## src/rtl/stream_mux_pkg.sv

```systemverilog
// Shared constants for the registered N-channel stream multiplexer.
// Arbitration mode encodings and default sizing.
package stream_mux_pkg;
    localparam logic MODE_RR    = 1'b0;
    localparam logic MODE_FIXED = 1'b1;

    localparam int DEF_N_CH = 4;
    localparam int DEF_W    = 8;
    localparam int DEF_CNTW = 16;
endpackage

```

## src/rtl/rr_arbiter.sv

```systemverilog
// Combinational arbiter: round-robin search starting at ptr, or lowest index first.
// Zero latency; no state, so backpressure is handled by the caller.
module rr_arbiter
    import stream_mux_pkg::*;
#(
    parameter int N_CH = DEF_N_CH,
    parameter int SELW = $clog2(N_CH)
) (
    input  logic [N_CH-1:0] req,
    input  logic [SELW-1:0] ptr,
    input  logic            mode,
    output logic [N_CH-1:0] gnt,
    output logic [SELW-1:0] gnt_idx,
    output logic            any
);

    always_comb begin
        int              start;
        int              idx;
        logic [SELW-1:0] idx_s;
        gnt     = '0;
        gnt_idx = '0;
        any     = |req;
        idx     = 0;
        idx_s   = '0;
        start   = (mode == MODE_FIXED) ? 0 : int'(ptr);
        // Walk the search order backwards so the earliest requester is written last.
        for (int k = N_CH - 1; k >= 0; k--) begin
            idx   = (start + k) % N_CH;
            idx_s = SELW'(idx);
            if (req[idx_s]) begin
                gnt_idx = idx_s;
            end
        end
        if (any) begin
            gnt[gnt_idx] = 1'b1;
        end
    end

endmodule

```

## src/rtl/stream_mux_rr.sv

```systemverilog
// N-channel stream mux: arbitrates inputs into one registered output stage, counts transfers.
// Latency 1 cycle from input handshake to out_valid; stalls hold the output and drop all in_ready.
module stream_mux_rr
    import stream_mux_pkg::*;
#(
    parameter  int N_CH = DEF_N_CH,
    parameter  int W    = DEF_W,
    parameter  int CNTW = DEF_CNTW,
    localparam int SELW = $clog2(N_CH)
) (
    input  logic              clk,
    input  logic              reset,
    input  logic              mode,
    input  logic [N_CH-1:0]   in_valid,
    input  logic [N_CH*W-1:0] in_data,
    output logic [N_CH-1:0]   in_ready,
    output logic              out_valid,
    output logic [W-1:0]      out_data,
    output logic [SELW-1:0]   out_sel,
    input  logic              out_ready,
    output logic [CNTW-1:0]   xfer_cnt
);

    logic            out_valid_q, out_valid_d;
    logic [W-1:0]    out_data_q, out_data_d;
    logic [SELW-1:0] out_sel_q, out_sel_d;
    logic [SELW-1:0] ptr_q, ptr_d;
    logic [CNTW-1:0] cnt_q, cnt_d;

    logic            load;
    logic            any;
    logic [N_CH-1:0] gnt;
    logic [SELW-1:0] gnt_idx;

    rr_arbiter #(.N_CH(N_CH), .SELW(SELW)) u_arb (
        .req     (in_valid),
        .ptr     (ptr_q),
        .mode    (mode),
        .gnt     (gnt),
        .gnt_idx (gnt_idx),
        .any     (any)
    );

    assign load     = !out_valid_q || out_ready;
    assign in_ready = (load && !reset) ? gnt : '0;

    always_comb begin
        out_valid_d = out_valid_q;
        out_data_d  = out_data_q;
        out_sel_d   = out_sel_q;
        ptr_d       = ptr_q;
        cnt_d       = cnt_q;
        if (load) begin
            out_valid_d = any;
            if (any) begin
                out_data_d = in_data[int'(gnt_idx)*W +: W];
                out_sel_d  = gnt_idx;
                if (mode == MODE_RR) begin
                    ptr_d = (gnt_idx == SELW'(N_CH - 1)) ? '0 : gnt_idx + SELW'(1);
                end
            end
        end
        if (out_valid_q && out_ready && (cnt_q != '1)) begin
            cnt_d = cnt_q + CNTW'(1);
        end
    end

    always_ff @(posedge clk) begin
        if (reset) begin
            out_valid_q <= 1'b0;
            out_data_q  <= '0;
            out_sel_q   <= '0;
            ptr_q       <= '0;
            cnt_q       <= '0;
        end else begin
            out_valid_q <= out_valid_d;
            out_data_q  <= out_data_d;
            out_sel_q   <= out_sel_d;
            ptr_q       <= ptr_d;
            cnt_q       <= cnt_d;
        end
    end

    assign out_valid = out_valid_q;
    assign out_data  = out_data_q;
    assign out_sel   = out_sel_q;
    assign xfer_cnt  = cnt_q;

endmodule

```

## config.mk

```make
export PLATFORM = sky130hd
export DESIGN_NAME = stream_mux_rr
export DESIGN_NICKNAME = d
export VERILOG_FILES = /design/src/rtl/stream_mux_pkg.sv /design/src/rtl/rr_arbiter.sv /design/src/rtl/stream_mux_rr.sv
export SDC_FILE = /design/constraint.sdc
export NUM_CORES = 1
export LEC_CHECK = 0
export CAP_MARGIN = 40
export CORE_MARGIN = 8
export CORE_UTILIZATION = 30
export CTS_CLUSTER_SIZE = 8
export DETAILED_ROUTE_END_ITERATION = 8
export PLACE_DENSITY = 0.7
export REMOVE_ABC_BUFFERS = 1
export SLEW_MARGIN = 10
export SYNTH_ARGS = -nofsm -noshare
export SYNTH_HDL_FRONTEND = slang
export SYNTH_SLANG_ARGS = --single-unit
```

## constraint.sdc

```tcl
create_clock -name clk -period 3.4 [get_ports clk]
set_clock_uncertainty 0.05 [all_clocks]
set_input_delay 0.68 -clock clk [delete_from_list [all_inputs] [get_ports clk]]
set_output_delay 0.68 -clock clk [all_outputs]
set_load 0.1 [all_outputs]
```

After elaboration in Yosys (flattened, before gate mapping)
Index checks and enable logic that the tools add are counted.
{"block": "word_totals", "mem_count": 0, "inputBits": 40, "elab_cells": 48, "rom_bits": 0, "latchBits": 0, "ram_bits": 0, "output_inout_bits": 31, "register_bits": 29}
{"block": "classes", "div_mod_pow": 0, "addsub": 5, "bitwise": 1, "shift": 1, "n_mux": 18, "reduce_logical": 10, "n_mul": 0, "n_eq_ne": 2, "n_lt_le_gt_ge": 6}
{"cell": "32-bit by 6-bit indexed part select with 8-bit output", "count": 1}
{"cell": "16-bit by 1-bit adder with 16-bit output (second input constant)", "count": 1}
{"cell": "16-bit inequality test (second input constant)", "count": 1}
{"cell": "2-bit by 3-bit < comparator with 1-bit output (second input constant)", "count": 5}
{"cell": "2-bit two-way mux", "count": 6}
{"cell": "1-bit binary-select mux with 2-bit select", "count": 4}
{"cell": "4-bit two-way mux", "count": 2}
{"cell": "1-bit two-way mux", "count": 5}
{"cell": "2-bit by 1-bit adder with 2-bit output (second input constant)", "count": 2}
{"cell": "2-bit adder (second input constant)", "count": 2}
{"cell": "1-bit logical AND", "count": 4}
{"cell": "4-bit OR reduction", "count": 1}
{"cell": "3-bit AND reduction", "count": 1}
{"cell": "1-bit demux with 2-bit select", "count": 1}
{"cell": "2-bit equality test (second input constant)", "count": 1}
{"cell": "2-bit by 1-bit >= comparator with 1-bit output (second input constant)", "count": 1}
{"cell": "1-bit zero test", "count": 2}
{"cell": "2-bit AND reduction", "count": 1}
{"cell": "1-bit logical OR", "count": 1}
{"cell": "1-bit inverter", "count": 1}

Longest topological paths before layout
{"block": "depth", "depth_word": 14, "ltp_mapped": 11, "mapped_depth_nobuf": 9}

Cells and area by module
From an unflattened synthesis, not the netlist that was laid out.
{"block": "hier_totals", "hier_cells": 218, "hier_area_um2": 1840.5}
{"module": "stream_mux_rr", "area_per_inst_um2": 1560.2, "instances": 1, "seq_area_each_um2": 580.6, "cells_each": 179}
{"module": "rr_arbiter", "area_per_inst_um2": 280.3, "instances": 1, "seq_area_each_um2": 0.0, "cells_each": 39}

Least setup slack after synthesis
Ideal clock, no wire load.
{"block": "synth_path", "path_kind": "input-to-output", "start": "input mode", "end": "output in_ready[2]", "t_required_ns": 2.670, "stages": 9, "path_slack_ns": -0.535, "arrival_time_ns": 3.205, "n_path_buf": 2, "cell_sequence": "buf_2 nand3b_1 a21o_1 a211o_1 o2111a_2 nor2_2 buf_6 inv_1 nor2_1"}
{"block": "synth_via", "elab_chain_cells": 14, "elab_cells_between_ends": 23, "classes_between": "add/sub (3); order compare (2); mux (17); reduce/logical (1)"}
{"item": "start, declared", "line": "stream_mux_rr.sv:13", "rtl": "input logic mode,"}
{"item": "2-bit two-way mux (*)", "line": "rr_arbiter.sv:26", "rtl": "start = (mode == MODE_FIXED) ? 0 : int'(ptr);"}
{"item": "2-bit by 1-bit adder with 2-bit output", "line": "rr_arbiter.sv:29", "rtl": "idx = (start + k) % N_CH;"}
{"item": "1-bit binary-select mux with 2-bit select", "line": "rr_arbiter.sv:31", "rtl": "if (req[idx_s]) begin"}
{"item": "1-bit two-way mux (not written as such)", "line": "rr_arbiter.sv:31"}
{"item": "2-bit two-way mux (3 in series)", "line": "rr_arbiter.sv:31"}
{"item": "2-bit two-way mux (*)", "line": "rr_arbiter.sv:31"}
{"item": "2-bit by 3-bit < comparator with 1-bit output (not written as such) or 2-bit by 1-bit >= comparator with 1-bit output (tied branches)", "line": "rr_arbiter.sv:36", "rtl": "gnt[gnt_idx] = 1'b1;"}
{"item": "1-bit logical AND (not written as such)", "line": "rr_arbiter.sv:36"}
{"item": "1-bit two-way mux (not written as such)", "line": "rr_arbiter.sv:36"}
{"item": "1-bit demux with 2-bit select (*)"}
{"item": "4-bit two-way mux (*)", "line": "rr_arbiter.sv:35", "rtl": "if (any) begin"}
{"item": "4-bit two-way mux (*)", "line": "stream_mux_rr.sv:45", "rtl": "assign in_ready = (load && !reset) ? gnt : '0;"}
{"item": "end, declared", "line": "stream_mux_rr.sv:16", "rtl": "output logic [N_CH-1:0] in_ready,"}
Mark *: on every way between the ends. The rest lies on a longest branch, timed or not. The select of a mux whose other input is x is not followed.

Worst setup path after layout
{"block": "layout_path", "start": "input in_valid[1]", "end": "output in_ready[0]"}
{"block": "layout_via", "elab_chain_cells": 12, "elab_cells_between_ends": 20, "classes_between": "order compare (2); mux (16); reduce/logical (2)"}
{"item": "start, declared", "line": "stream_mux_rr.sv:14", "rtl": "input logic [N_CH-1:0] in_valid,"}
{"item": "1-bit binary-select mux with 2-bit select", "line": "rr_arbiter.sv:31"}
{"item": "1-bit two-way mux (not written as such)", "line": "rr_arbiter.sv:31"}
{"item": "2-bit two-way mux (4 in series)", "line": "rr_arbiter.sv:31"}
{"item": "2-bit by 3-bit < comparator with 1-bit output (not written as such) or 2-bit by 1-bit >= comparator with 1-bit output (tied branches)", "line": "rr_arbiter.sv:36"}
{"item": "1-bit logical AND (not written as such)", "line": "rr_arbiter.sv:36"}
{"item": "1-bit two-way mux (not written as such)", "line": "rr_arbiter.sv:36"}
{"item": "1-bit demux with 2-bit select"}
{"item": "4-bit two-way mux (*)", "line": "rr_arbiter.sv:35"}
{"item": "4-bit two-way mux (*)", "line": "stream_mux_rr.sv:45"}
Marks and branches as above.

==> impl_results.md <==
* Outcome: complete, no violations
* Cell total after placement at 336
* Floorplan Core Area at 5170 sq um
* Overall overflow remaining after global route at 0
* Data required time of the worst path at 2.67 ns
* Share of power burned in registers at 0.363
* Row count at 26
* Fraction of registers with async set/reset at 0
* Peak VDD IR at 0.236 mV
* Summed instance area of the synthesized netlist at 1620 sq um
* Clock transition at the registers of the reported paths at 0.06 ns
* Worst path arrival time at 2.57 ns
* Sinks on the clock net at 29
* GR Util met1 at 0.130
* Number of instances in the synthesized netlist at 187
* Class of the most critical setup path: input pin to output pin
* Initial antenna violation count at 0
* Finished Core Util at 0.493
* Wirelength per Cell at 13.3 um
* DIE AREA at 8000 sq um
* Design Power at 1.06 mW
* Post-layout net count at 315
* CP peak stage delay at 0.47 ns
* DP Area at 2450 sq um
* Number of fill cells at 494
* Min cycle time layout at 3.30 ns
* Final ANT Viol Nets at 0
* Setup WS pre-CTS at -0.0894 ns
* Starting density of the core at 0.313
* Upper clock frequency limit at 303 MHz
* Count of unique library cells instantiated by Yosys at 43
* Relative slew slack at 0.692
* Critical Path, Cell by Cell: clkdlybuf4s50_1 > mux2i_1 > a2bb2oi_1 > a211o_1 > o2111a_2 > buf_4 > nor3_2 > buf_12
* Vias per inst at 4.66
* Number of port buffers at 70
* Via count of the first global-routing pass at 1610
* Finished layout cell area at 2550 sq um
* Number of hold violations in the final report at 0
* Largest fanout on the critical path at 2
* Insertion delay to the later sink of the worst-skew pair at 0.27 ns
* Path class of the lowest-slack min-delay path: flip-flop to flip-flop
* Area taken by flip-flops and latches at 581 sq um
* Net switching share of the total power at 0.388
* Iteration count of the initial detailed-routing pass at 4
* Num CTS Buffers at 5
* Startpoint Class: input pin
* Smallest hold slack at 0.394 ns
* Ratio of total power to cell area at 416 nW/um^2
* Global-route wire length before repair at 7150 um
* Die Span X at 89.4 um
* Routing usage on met3 at 0.0542
* Count of placed standard cells in the final layout, fillers left out at 342
* Number of enable-type register cells in the synthesized netlist at 0
* Number of placed I/O pins at 71
* Number of H-tree levels at 2
* CTS tree: done
* Total negative slack for setup checks at 0 ns
* Worst-case clock buffer depth at 2
* Final-report setup violation count at 0
* Prevailing post-synth register cell: dfxtp_1
* Area taken by multi-input logic gates at 987 sq um
* Post-detailed-routing wire length at 4550 um
* Number of DRC violations after detailed-routing iteration 0 at 75
* Worst-path cell with the longest stage delay: clkdlybuf4s50_1
* Layout overhead on the synthesized area at 57.5%
* Maximum number of pins on one net before global-route repair at 22
* Remaining design rule violation count at 0
* Die height at 89.4 um
* Net switching power figure at 411 uW
* Share of synthesized area occupied by flip-flops and latches at 0.359
* GR Layer Usage met2 at 0.186
* Number of violations of the max-capacitance limit at 0
* Standby leakage power at 1.09 nW
* Gate family responsible for the most delay along the worst path: buffers and inverters
* Detailed placement HPWL at 3500 um
* Gp weighted congestion at 0.754
* Synth warn at 0
* Number of buffers inserted to repair setup after CTS at 0
* Register bit total from synthesis at 29
* Root Buffer Master: clkbuf_8
* Smallest setup slack after layout at 0.104 ns
* Final Max Slew Viols at 0
* Portion of total power attributed to the clock network at 0.239
* Antenna diodes at 0
* Part of the cycle the worst path needs at 0.969
* Endpoint kind of the worst setup timing path: output pin
* GRT Overall Usage at 0.114
* Count of vias placed by the detailed router at 1595
* Fraction of final layout cells sized beyond drive strength 1 at 0.246
* Crit path buffers/inverters at 3
* GRT Max-Usage Layer: met2
* Int Power at 649 uW
* Tightest Pin Transition at 0.461 ns
* Mean instance size in the synthesized netlist at 8.65 sq um
* Combinational share of power at 0.398
-- cells in the final DEF (no fill, tap or decap), drive strengths merged, types with 5 or more instances in the layout --
master,Yosys,routed
buf,6,49
clkdlybuf4s50,0,36
dfxtp,29,29
nor2,25,25
nand2,23,23
xor2,11,11
mux2i,10,10
a21oi,9,9
a22oi,8,8
o211ai,8,8
nand3,6,6
and3,5,5
clkbuf,3,5
nand2b,5,5
-- power groups by stage --
stage / logic (mW) / clock network, mW / registers (mW)
2_1_floorplan: 0.122 / 0 / 0.534
4_1_cts: 0.418 / 0.266 / 0.383
3_5_place_dp: 0.418 / 0 / 0.390
3_3_place_gp: 0.417 / 0 / 0.390
5_1_grt: 0.445 / 0.276 / 0.386
6_report: 0.422 / 0.253 / 0.384
-- timing repair --
item                                    in CTS  in global routing
endpoints found under the setup margin       4                  3
pin swaps                                    0                  3
endpoints found under the hold margin        0                  0
hold buffers                                 0                  0
resized for setup                            1                  8
-- layout make-up --
cell class,instances,share of cell area
Inverter,2,0.00295
Multi-Input combinational cell,147,0.387
Sequential cell,29,0.228
Clock inverter,1,0.00196
Clock buffer,5,0.0270
Tap cell,70,0.0344
Timing Repair Buffer,88,0.319
-- sequential cells by signal, summed over array words and instances (netlist names) --
| name | cells |
|---|---|
| ptr_q | 2 |
| out_valid | 1 |
| xfer_cnt | 16 |
| out_data | 8 |
| out_sel | 2 |
-- worst min-delay path, stage by stage, from the launching register on --
cell and delay (ns):
dfxtp_1 0.31, nand2_1 0.05, nand2_1 0.04
-- cell families after synthesis --
kind of cell               synth area share
adders and majority gates            0.0155
AOI/OAI and AO/OA                     0.196
DFF                                   0.359
muxes                                0.0688
xor gates and xnor gates             0.0758
buffers and inverters                0.0456
and+or+nand+nor                       0.240
-- path summary, 6_finish.rpt --
| path | from | to | slack (ns) | cells after the start |
|---|---|---|---|---|
| worst min-delay path | out_sel[1] | out_sel[1] | 0.39 | 2 |
| worst max register to register | ptr_q[0] | out_data[7] | 0.96 | 9 |
| worst min register to register | out_sel[1] | out_sel[1] | 0.39 | 2 |
| worst max-delay path | in_valid[1] | in_ready[0] | 0.10 | 8 |
-- Yosys cell counts (2+ instances only) --
library cell	instances	area, sq um
nand2_1	23	86.3
nand2b_1	4	25.0
nand3b_1	3	22.5
xor2_1	11	96.3
a211o_1	2	17.5
o21ai_0	3	15.0
inv_1	2	7.51
nor2_1	24	90.1
mux2i_1	10	100
a21o_1	2	15.0
ha_1	2	25.0
dfxtp_1	29	581
nand3_1	6	30.0
and2_1	2	12.5
a21oi_1	9	45.0
nand4_1	2	12.5
o211ai_1	8	60.1
a22oi_1	8	60.1
xnor2_1	3	26.3
buf_6	4	45.0
buf_2	2	10.0
clkbuf_1	3	11.3
and3_1	5	31.3
-- routing by layer --
layer	vias up	wire length, um
met5	-	0
met4	0	17
met3	2	440
met2	56	2100
met1	707	1990
li1	830	-
(Power assumes the default switching activity.)
